--- src/rtl/fp_pkg.sv ---
// Shared definitions for the sign-less single-precision datapath.
//   FP_EXP_W / FP_MANT_W : field widths of a 31-bit {exp, mant} operand
//   FP_EXP_MAX           : saturated exponent value used on overflow
//   fp31_t               : packed {exp, mant} view of an operand
//   add_state_t          : control states of the sequential adder
package fp_pkg;

    localparam int FP_EXP_W  = 8;
    localparam int FP_MANT_W = 23;
    localparam logic [FP_EXP_W-1:0] FP_EXP_MAX = 8'hFF;

    typedef struct packed {
        logic [FP_EXP_W-1:0]  exp;
        logic [FP_MANT_W-1:0] mant;
    } fp31_t;

    typedef enum logic [2:0] {
        IDLE,
        ALIGN,
        ADD,
        NORM,
        DONE
    } add_state_t;

endpackage

--- src/rtl/fp_unpack.sv ---
// Combinational operand unpacker.
//   op   : 31-bit {exp, mant} operand
//   exp  : biased exponent, passed through
//   mant : 24-bit significand with hidden bit; zero when exp==0 (denormals flushed)
module fp_unpack
    import fp_pkg::*;
(
    input  logic [30:0]          op,
    output logic [FP_EXP_W-1:0]  exp,
    output logic [FP_MANT_W:0]   mant
);

    fp31_t f;

    assign f    = fp31_t'(op);
    assign exp  = f.exp;
    assign mant = (f.exp == '0) ? '0 : {1'b1, f.mant};

endmodule

--- src/rtl/unsigned_floating_point_adder_seq.sv ---
// Multi-cycle adder for two positive single-precision values without sign bit.
// The smaller operand is aligned one bit per clock, then added and renormalised
// with truncation. One transaction in flight, valid/ready on both sides.
//   clk, rst_n           : clock (rising edge), asynchronous active-low reset
//   in_valid / in_ready  : operand handshake (in_ready high only when idle)
//   a, b                 : operands {exp[30:23], mant[22:0]}
//   out_valid / out_ready: result handshake
//   out                  : sum {exp, mant}
//   overflow             : exponent saturated to 8'hFF, qualified by out_valid
module unsigned_floating_point_adder_seq
    import fp_pkg::*;
#(
    parameter int MAX_ALIGN = 24
)
(
    input  logic        clk,
    input  logic        rst_n,
    input  logic        in_valid,
    output logic        in_ready,
    input  logic [30:0] a,
    input  logic [30:0] b,
    output logic        out_valid,
    input  logic        out_ready,
    output logic [30:0] out,
    output logic        overflow
);

    localparam int CNT_W = $clog2(MAX_ALIGN + 1);

    // Result formatting: returns {overflow, out}. A carry out of the sum
    // bumps the exponent; reaching the all-ones exponent saturates.
    function automatic logic [31:0] normalize(input logic [FP_MANT_W+1:0] s,
                                              input logic [FP_EXP_W-1:0]  e);
        if (s == '0)
            return 32'h0;
        if (s[FP_MANT_W+1]) begin
            if (e >= FP_EXP_MAX - 8'd1)
                return {1'b1, FP_EXP_MAX, {FP_MANT_W{1'b0}}};
            return {1'b0, e + 8'd1, s[FP_MANT_W:1]};
        end
        return {1'b0, e, s[FP_MANT_W-1:0]};
    endfunction

    add_state_t state, state_nxt;

    logic [FP_EXP_W-1:0]  a_exp, b_exp, big_exp, small_exp, exp_diff;
    logic [FP_MANT_W:0]   a_man, b_man, big_man, small_man;
    logic                 swap, gap_capped;

    logic [FP_EXP_W-1:0]  exp_a_r;
    logic [FP_MANT_W:0]   man_a_r, man_b_r;
    logic [CNT_W-1:0]     cnt_r;
    logic [FP_MANT_W+1:0] sum_r;

    fp_unpack u_unpack_a (.op(a), .exp(a_exp), .mant(a_man));
    fp_unpack u_unpack_b (.op(b), .exp(b_exp), .mant(b_man));

    // Larger exponent becomes A; equal exponents keep the original order.
    assign swap       = b_exp > a_exp;
    assign big_exp    = swap ? b_exp : a_exp;
    assign small_exp  = swap ? a_exp : b_exp;
    assign big_man    = swap ? b_man : a_man;
    assign small_man  = swap ? a_man : b_man;
    assign exp_diff   = big_exp - small_exp;
    assign gap_capped = exp_diff > 8'(MAX_ALIGN);

    assign in_ready  = (state == IDLE);
    assign out_valid = (state == DONE);

    always_ff @(posedge clk or negedge rst_n) begin
        if (!rst_n)
            state <= IDLE;
        else
            state <= state_nxt;
    end

    always_comb begin
        state_nxt = state;
        case (state)
            IDLE:    if (in_valid) state_nxt = ALIGN;
            ALIGN:   if (cnt_r == '0) state_nxt = ADD;
            ADD:     state_nxt = NORM;
            NORM:    state_nxt = DONE;
            DONE:    if (out_ready) state_nxt = IDLE;
            default: state_nxt = IDLE;
        endcase
    end

    // Datapath registers: only meaningful once the FSM has captured operands.
    always_ff @(posedge clk) begin
        case (state)
            IDLE: begin
                if (in_valid) begin
                    exp_a_r <= big_exp;
                    man_a_r <= big_man;
                    // A gap beyond the cap would shift B out completely anyway.
                    man_b_r <= gap_capped ? '0 : small_man;
                    cnt_r   <= gap_capped ? CNT_W'(MAX_ALIGN) : CNT_W'(exp_diff);
                end
            end
            ALIGN: begin
                if (cnt_r != '0) begin
                    man_b_r <= man_b_r >> 1;
                    cnt_r   <= cnt_r - 1'b1;
                end
            end
            ADD: sum_r <= {1'b0, man_a_r} + {1'b0, man_b_r};
            default: ;
        endcase
    end

    // Result registers hold until the next NORM, so they stay stable under backpressure.
    always_ff @(posedge clk or negedge rst_n) begin
        if (!rst_n) begin
            out      <= '0;
            overflow <= 1'b0;
        end else if (state == NORM) begin
            {overflow, out} <= normalize(sum_r, exp_a_r);
        end
    end

endmodule

--- config.mk ---
export PLATFORM = sky130hd
export DESIGN_NAME = unsigned_floating_point_adder_seq
export DESIGN_NICKNAME = d
export VERILOG_FILES = /design/src/rtl/fp_pkg.sv /design/src/rtl/fp_unpack.sv /design/src/rtl/unsigned_floating_point_adder_seq.sv
export SDC_FILE = /design/constraint.sdc
export NUM_CORES = 1
export LEC_CHECK = 0
export ABC_CLOCK_PERIOD_IN_PS = 3700
export BUFFER_PORTS_ARGS = -buffer_cell sky130_fd_sc_hd__buf_2
export CAP_MARGIN = 20
export CORE_MARGIN = 2
export CORE_UTILIZATION = 40
export CTS_CLUSTER_DIAMETER = 150
export DETAILED_ROUTE_END_ITERATION = 8
export PLACE_DENSITY_LB_ADDON = 0.15
export SLEW_MARGIN = 20
export SYNTH_ARGS = -nofsm -noshare
export SYNTH_HDL_FRONTEND = slang
export SYNTH_HIERARCHICAL = 1
export SYNTH_SLANG_ARGS = --single-unit
--- constraint.sdc ---
create_clock -name clk -period 3.7 [get_ports clk]
set_input_delay 0.555 -clock clk [delete_from_list [all_inputs] [get_ports clk]]
set_output_delay 0.555 -clock clk [all_outputs]
set_load 0.02 [all_outputs]
[Word-level counts from Yosys, hierarchy flattened]
Index checks and enable logic that the tools add are counted.
Word-level totals
  bits in writable memories: 0
  memories: 0
  bits in registers: 121
  input bits: 66
  latch bits: 0
  ROM bits: 0
Cells by class
  bitwise operators: 0
  shift operators: 0
  equal/unequal tests: 8
  mux-type cells: 33
  multiply operators: 0
  order comparisons: 3
  divide/modulo/power cells: 0
  reductions and logical operators: 10
  add/subtract/negate cells: 4
Operators with widths (count)
  $mux 32: 6
  $mux 24: 7
  $pmux 24 s2: 1
  $add 24x24->25: 1
  $logic_not 25->1: 1
  $logic_not 8->1: 2
  $mux 8: 2
  $mux 5: 3
  $pmux 3 s5: 1
  $pmux 5 s2: 1
  $mux 1: 9
  $mux 3: 3
  $add 8x1->8 const B: 1
  $ge 8x8->1 const B: 1
  $gt 8x5->1 const B: 1
  $gt 8x8->1: 1
  $sub 8x8->8: 1
  $eq 3x2->1 const B: 2
  $ne 2x2->1 const B: 3
  $reduce_and 3->1: 2
  $logic_not 5->1: 1
  $reduce_bool 5->1: 1
  $sub 5x1->5 const B: 1
  $eq 3x1->1 const B: 1
  other kinds (5): 5

[Longest topological paths before layout]
  word-level depth: 9
  gate-level depth with buffers: 15
  mapped depth without buffers: 12

[By module]
The synthesis kept the hierarchy.
Modules (own cells, without submodules)
  unsigned_floating_point_adder_seq: times used 1, seq. area each 3458.3 sq um, area an instance 7040.5 sq um, cells an instance 692
  fp_unpack: times used 2, seq. area each 0.0 sq um, area an instance 316.6 sq um, cells an instance 38

[Least setup slack after synthesis]
No wires, ideal clock.
  path kind: in2reg
  start point: input a[24]
  end point: register man_b_r[10], data pin
  arrival: 3299 ps
  setup slack: 146 ps
  cell stages on the path: 13
  required time: 3445 ps
  setup time: 255 ps
  path buffers: 2
  path through: buf_4 inv_1 ha_1 nor2b_1 o211ai_1 a21oi_1 a2111o_1 o2111a_1 o311a_1 o31a_1 o211ai_4 buf_6 o21ai_2
Between the ends
  longest elaborated chain between the ends: 7
  elaborated cells on any way between the ends: 11
  classes of those cells: add/sub: 1; order compare: 2; mux: 7; reduce/logical: 1
RTL lines
  from (decl): line unsigned_floating_point_adder_seq.sv:20  | input logic [30:0] a,
  $gt 8x8->1: line unsigned_floating_point_adder_seq.sv:59  | assign swap = b_exp > a_exp;
  $mux 8 (on tied branches): line unsigned_floating_point_adder_seq.sv:60, unsigned_floating_point_adder_seq.sv:61
  $sub 8x8->8: line unsigned_floating_point_adder_seq.sv:64  | assign exp_diff = big_exp - small_exp;
  $gt 8x5->1: line unsigned_floating_point_adder_seq.sv:65  | assign gap_capped = exp_diff > 8'(MAX_ALIGN);
  $mux 24 (*): line unsigned_floating_point_adder_seq.sv:97  | man_b_r <= gap_capped ? '0 : small_man;
  $mux 24 (*): line unsigned_floating_point_adder_seq.sv:93  | if (in_valid) begin
  $pmux 24 s2 (*): line unsigned_floating_point_adder_seq.sv:91  | case (state)
  to (signal assigned): line unsigned_floating_point_adder_seq.sv:97
  to (signal assigned): line unsigned_floating_point_adder_seq.sv:103  | man_b_r <= man_b_r >> 1;
  to (decl): line unsigned_floating_point_adder_seq.sv:51  | logic [FP_MANT_W:0] man_a_r, man_b_r;
Every way passes the cells marked *; elsewhere a longest branch is shown, timed or not. The select of a mux whose other input is x is not followed.
A chain may end at the register's enable or synchronous reset.

[Worst setup path in the final report]
  start point: input a[30]
  end point: register man_b_r[7], data pin
Same word-level chain as after synthesis.

==> impl_metrics.csv <==
group,metric,value,unit
cells_and_area,post-route-util,48.81,%
worst_setup_path,critical_register_to_register_path_startpoint,"man_a_r[0]$_DFFE_PP_",
min_path,hp-class,"in -> async",
placed_design,placedCellCount,1105,
sta,setup_tns,0,ns
synth,synth_fa_ha_area_share,6.131,%
sta,worst_clock_skew,0.01050,ns
worst_setup_path,worst_r2r_endpoint,"sum_r[24]$_DFFE_PN_",
clock_network,cts_setup_buffers,0,
grt,antenna_found_initial,0,
pwr,largest_voltage_drop_on_the_vdd_net,0.3414,mV
floorplanning,initial_core_util,40.89,%
placed_design,detailedPlace.worstSlack,-0.08013,ns
synth,most_frequent_cells_after_synthesis,"nand2_1 (153), edfxtp_1 (86), o21ai_0 (59)",
sta,clock.fmax,299.2,MHz
synth,largest_family_of_logic_cells_by_synthesized_area,"compound AO/OA/AOI/OAI gates",
routing,highest_layer,"met4",
synth,synth_flop_cell,"edfxtp_1",
worst_setup_path,crit_arrival,3.50,ns
grt,globalRouteOverflowTotal,0,
worst_setup_path,timing.reg2reg.setup_slack,0.43,ns
clock_network,insertion_delay,0.42,ns
grt,globalRouteTotalUtil,19.26,%
clock_network,clk_root_buffer_cell,"clkbuf_16",
sta,setup_viol,0,
routing,drt_iter0_drc,287,
routing,totalWireLength,18850,um
job,maxCapViolations,0,
grt,grt_pass1_vias,5859,
routing,detail_route.first_pass.iterations,6,
worst_setup_path,timing_worst_setup_path_type,"in -> reg",
floorplanning,die_h,142.5,um
sta,final.min_clock_period,3.342,ns
worst_setup_path,worst-endpoint-required,3.86,ns
sta,timing.final.ws_setup,0.3578,ns
worst_setup_path,crit_path_max_fanout,28,
floorplanning,row_count,50,
cells_and_area,antenna_cells_inserted,0,
clock_network,clock_sink_count,121,
floorplanning,core_area,0.01877,mm^2
worst_setup_path,worst_setup_path_start_kind,"primary input",
sta,worstMarginPinSlew,0.9577,ns
synth,synth_top_cells_by_area,"edfxtp_1 (34%), dfrtp_1 (11%), nand2_1 (7.5%)",
synth,postSynthAreaPerCell,9.992,um^2
routing,detail_route.wl_per_cell,16.58,um
clock_network,cts_max_level,4,
clock_network,cts-resized-gates,0,
sta,report.final.hold_viol_count,0,
synth,post_synth_inst_count,768,
grt,first_pass_grt_wire_length,30300,um
synth,yosys.cell_types.count,63,
synth,synth_xor_area_share,3.538,%
routing,remaining_drc_errors,0,
sta,final_max_slew_viol_count,0,
placed_design,place_area,0.008594,mm^2
placed_design,place_congestion,0.8950,
synth,synth-simple-area-share,14.46,%
floorplanning,pin_count,100,
synth,yosys_warning_count,6,
clock_network,cts.path.max_buffers,2,
synth,synth-async-reset-ratio,28.93,%
clock_network,cts_buffers,17,
sta,finalCritPeriodShare,90.33,%
floorplanning,chip_width,142.5,um
clock_network,cts.reportedPaths.clkPinSlew,0.06,ns
routing,drt.antenna.violating_nets,0,
synth,postSynthNetCount,871,
synth,post_synth_mux_area_share,6.000,%
routing,wl_met1,9072,um
grt,maximum_number_of_pins_on_one_net_before_global_route_repair,36,
synth,ys_seq_area_share,45.07,%
worst_setup_path,critPathCaptureType,"flip-flop",
synth,synth_edf_count,86,
synth,synth_most_common_cell,"nand2_1",
cells_and_area,finalInstanceArea,0.009161,mm^2
floorplanning,die_area,0.02031,mm^2
routing,dr_wl_met2,8651,um
pwr,power.leakage,4.103,nW
pwr,p_per_area,704.0,mW/mm^2
cells_and_area,finalNetCount,993,
placed_design,io_buffer_count,99,
sta,max-slew-margin-rel,35.67,%
synth,post_synth_instance_area,0.007674,mm^2
outcome,status,"finished clean",
clock_network,cts-hold-fix-buffers,0,
cells_and_area,final_layout_size_suffix_gt1_share,23.37,%
cells_and_area,area_delta_synth_final,19.39,%
synth,yosysTopAreaCellShare,33.65,%
synth,synth-compound-area-share,19.13,%
placed_design,hpwlAfterDp,14490,um
routing,routed-wl-met3,779,um
synth,synth_top_area_cell,"edfxtp_1",
worst_setup_path,worst_r2r_path_depth,12,
routing,vias,6045,
clock_network,cts_tree,"yes",
sta,grt_setup_unrepaired,"false",
routing,vias_per_cell,5.317,
synth,ys_seq_elements,121,
cells_and_area,post_layout_nonfiller_instances,1137,
-- critical path: stages --
cell	delay [ns]
buf_2	0.12
inv_1	0.07
ha_1	0.33
buf_4	0.17
nand2_1	0.08
o21ai_0	0.20
o21ai_2	0.22
buf_4	0.27
o21ai_0	0.19
o311a_1	0.42
o31a_1	0.31
o211ai_4	0.21
buf_12	0.22
o21ai_0	0.12
-- where the power goes --
part	total [W]	internal (W)	leakage, nW	switching (W)
combinational	0.00261	0.00101	2.54	0.00160
clock	0.00156	0.000978	0.270	0.000584
sequential	0.00228	0.00207	1.29	0.000206
total	0.00645	0.00406	4.10	0.00239
-- placed cells by master (no fill, tap or decap), types with 29 or more instances in the layout --
master,netlist,routed
nand2_1,153,153
buf_2,3,99
edfxtp_1,86,86
o21ai_0,59,59
buf_4,21,56
mux2i_1,46,46
a21boi_0,37,37
ha_1,36,36
dfrtp_1,35,35
a21oi_1,33,33
inv_1,29,29
-- cells by family after synthesis --
family / count (synthesis)
AOI/OAI and AO/OA: 220
and+or+nand+nor: 231
adders and majority gates: 37
xor gates and xnor gates: 31
muxes: 46
buffers and inverters: 82
DFF: 121
-- sequential cells by signal, indices dropped and copies added (netlist names) --
name,cells
out,31
man_b_r,24
man_a_r,24
exp_a_r,8
state,3
overflow,1
sum_r,25
cnt_r,5
-- how the worst max path moves through the flow --
stage | start | to | cells after the start
after floorplan | a[24] | man_b_r[10]$_DFFE_PP_ | 13
after global placement | a[24] | cnt_r[4]$_DFFE_PP_ | 15
after detailed placement | a[30] | man_b_r[7]$_DFFE_PP_ | 14
after CTS | a[30] | man_b_r[7]$_DFFE_PP_ | 14
after global routing | man_a_r[0]$_DFFE_PP_ | sum_r[24]$_DFFE_PN_ | 12
final | a[30] | man_b_r[7]$_DFFE_PP_ | 14
-- per-layer routing --
layer	up-vias	track usage, %
met3	19	3.567
met2	155	30.57
li1	3028	-
met1	2843	26.45
met4	0	6.722
met5	-	0
-- per-stage QoR --
| stage | hold WS [ns] | power (W) |
|---|---|---|
| 2_1_floorplan | 0.2594 | 0.004063 |
| 3_3_place_gp | 0.4573 | 0.004833 |
| 3_5_place_dp | 0.4624 | 0.004907 |
| 4_1_cts | 0.2083 | 0.006495 |
| 5_1_grt | 0.2636 | 0.006893 |
| 6_report | 0.2039 | 0.006450 |
-- area by class of cell --
type	instances	area [um^2]
clock buffer	18	429.2
clock inverter	14	131.4
fill	1759	9607
inverter	29	108.9
multi-input combinational	565	3805
sequential	121	3458
tap	234	292.8
timing repair buffer	156	935.9
(Power assumes the default switching activity.)
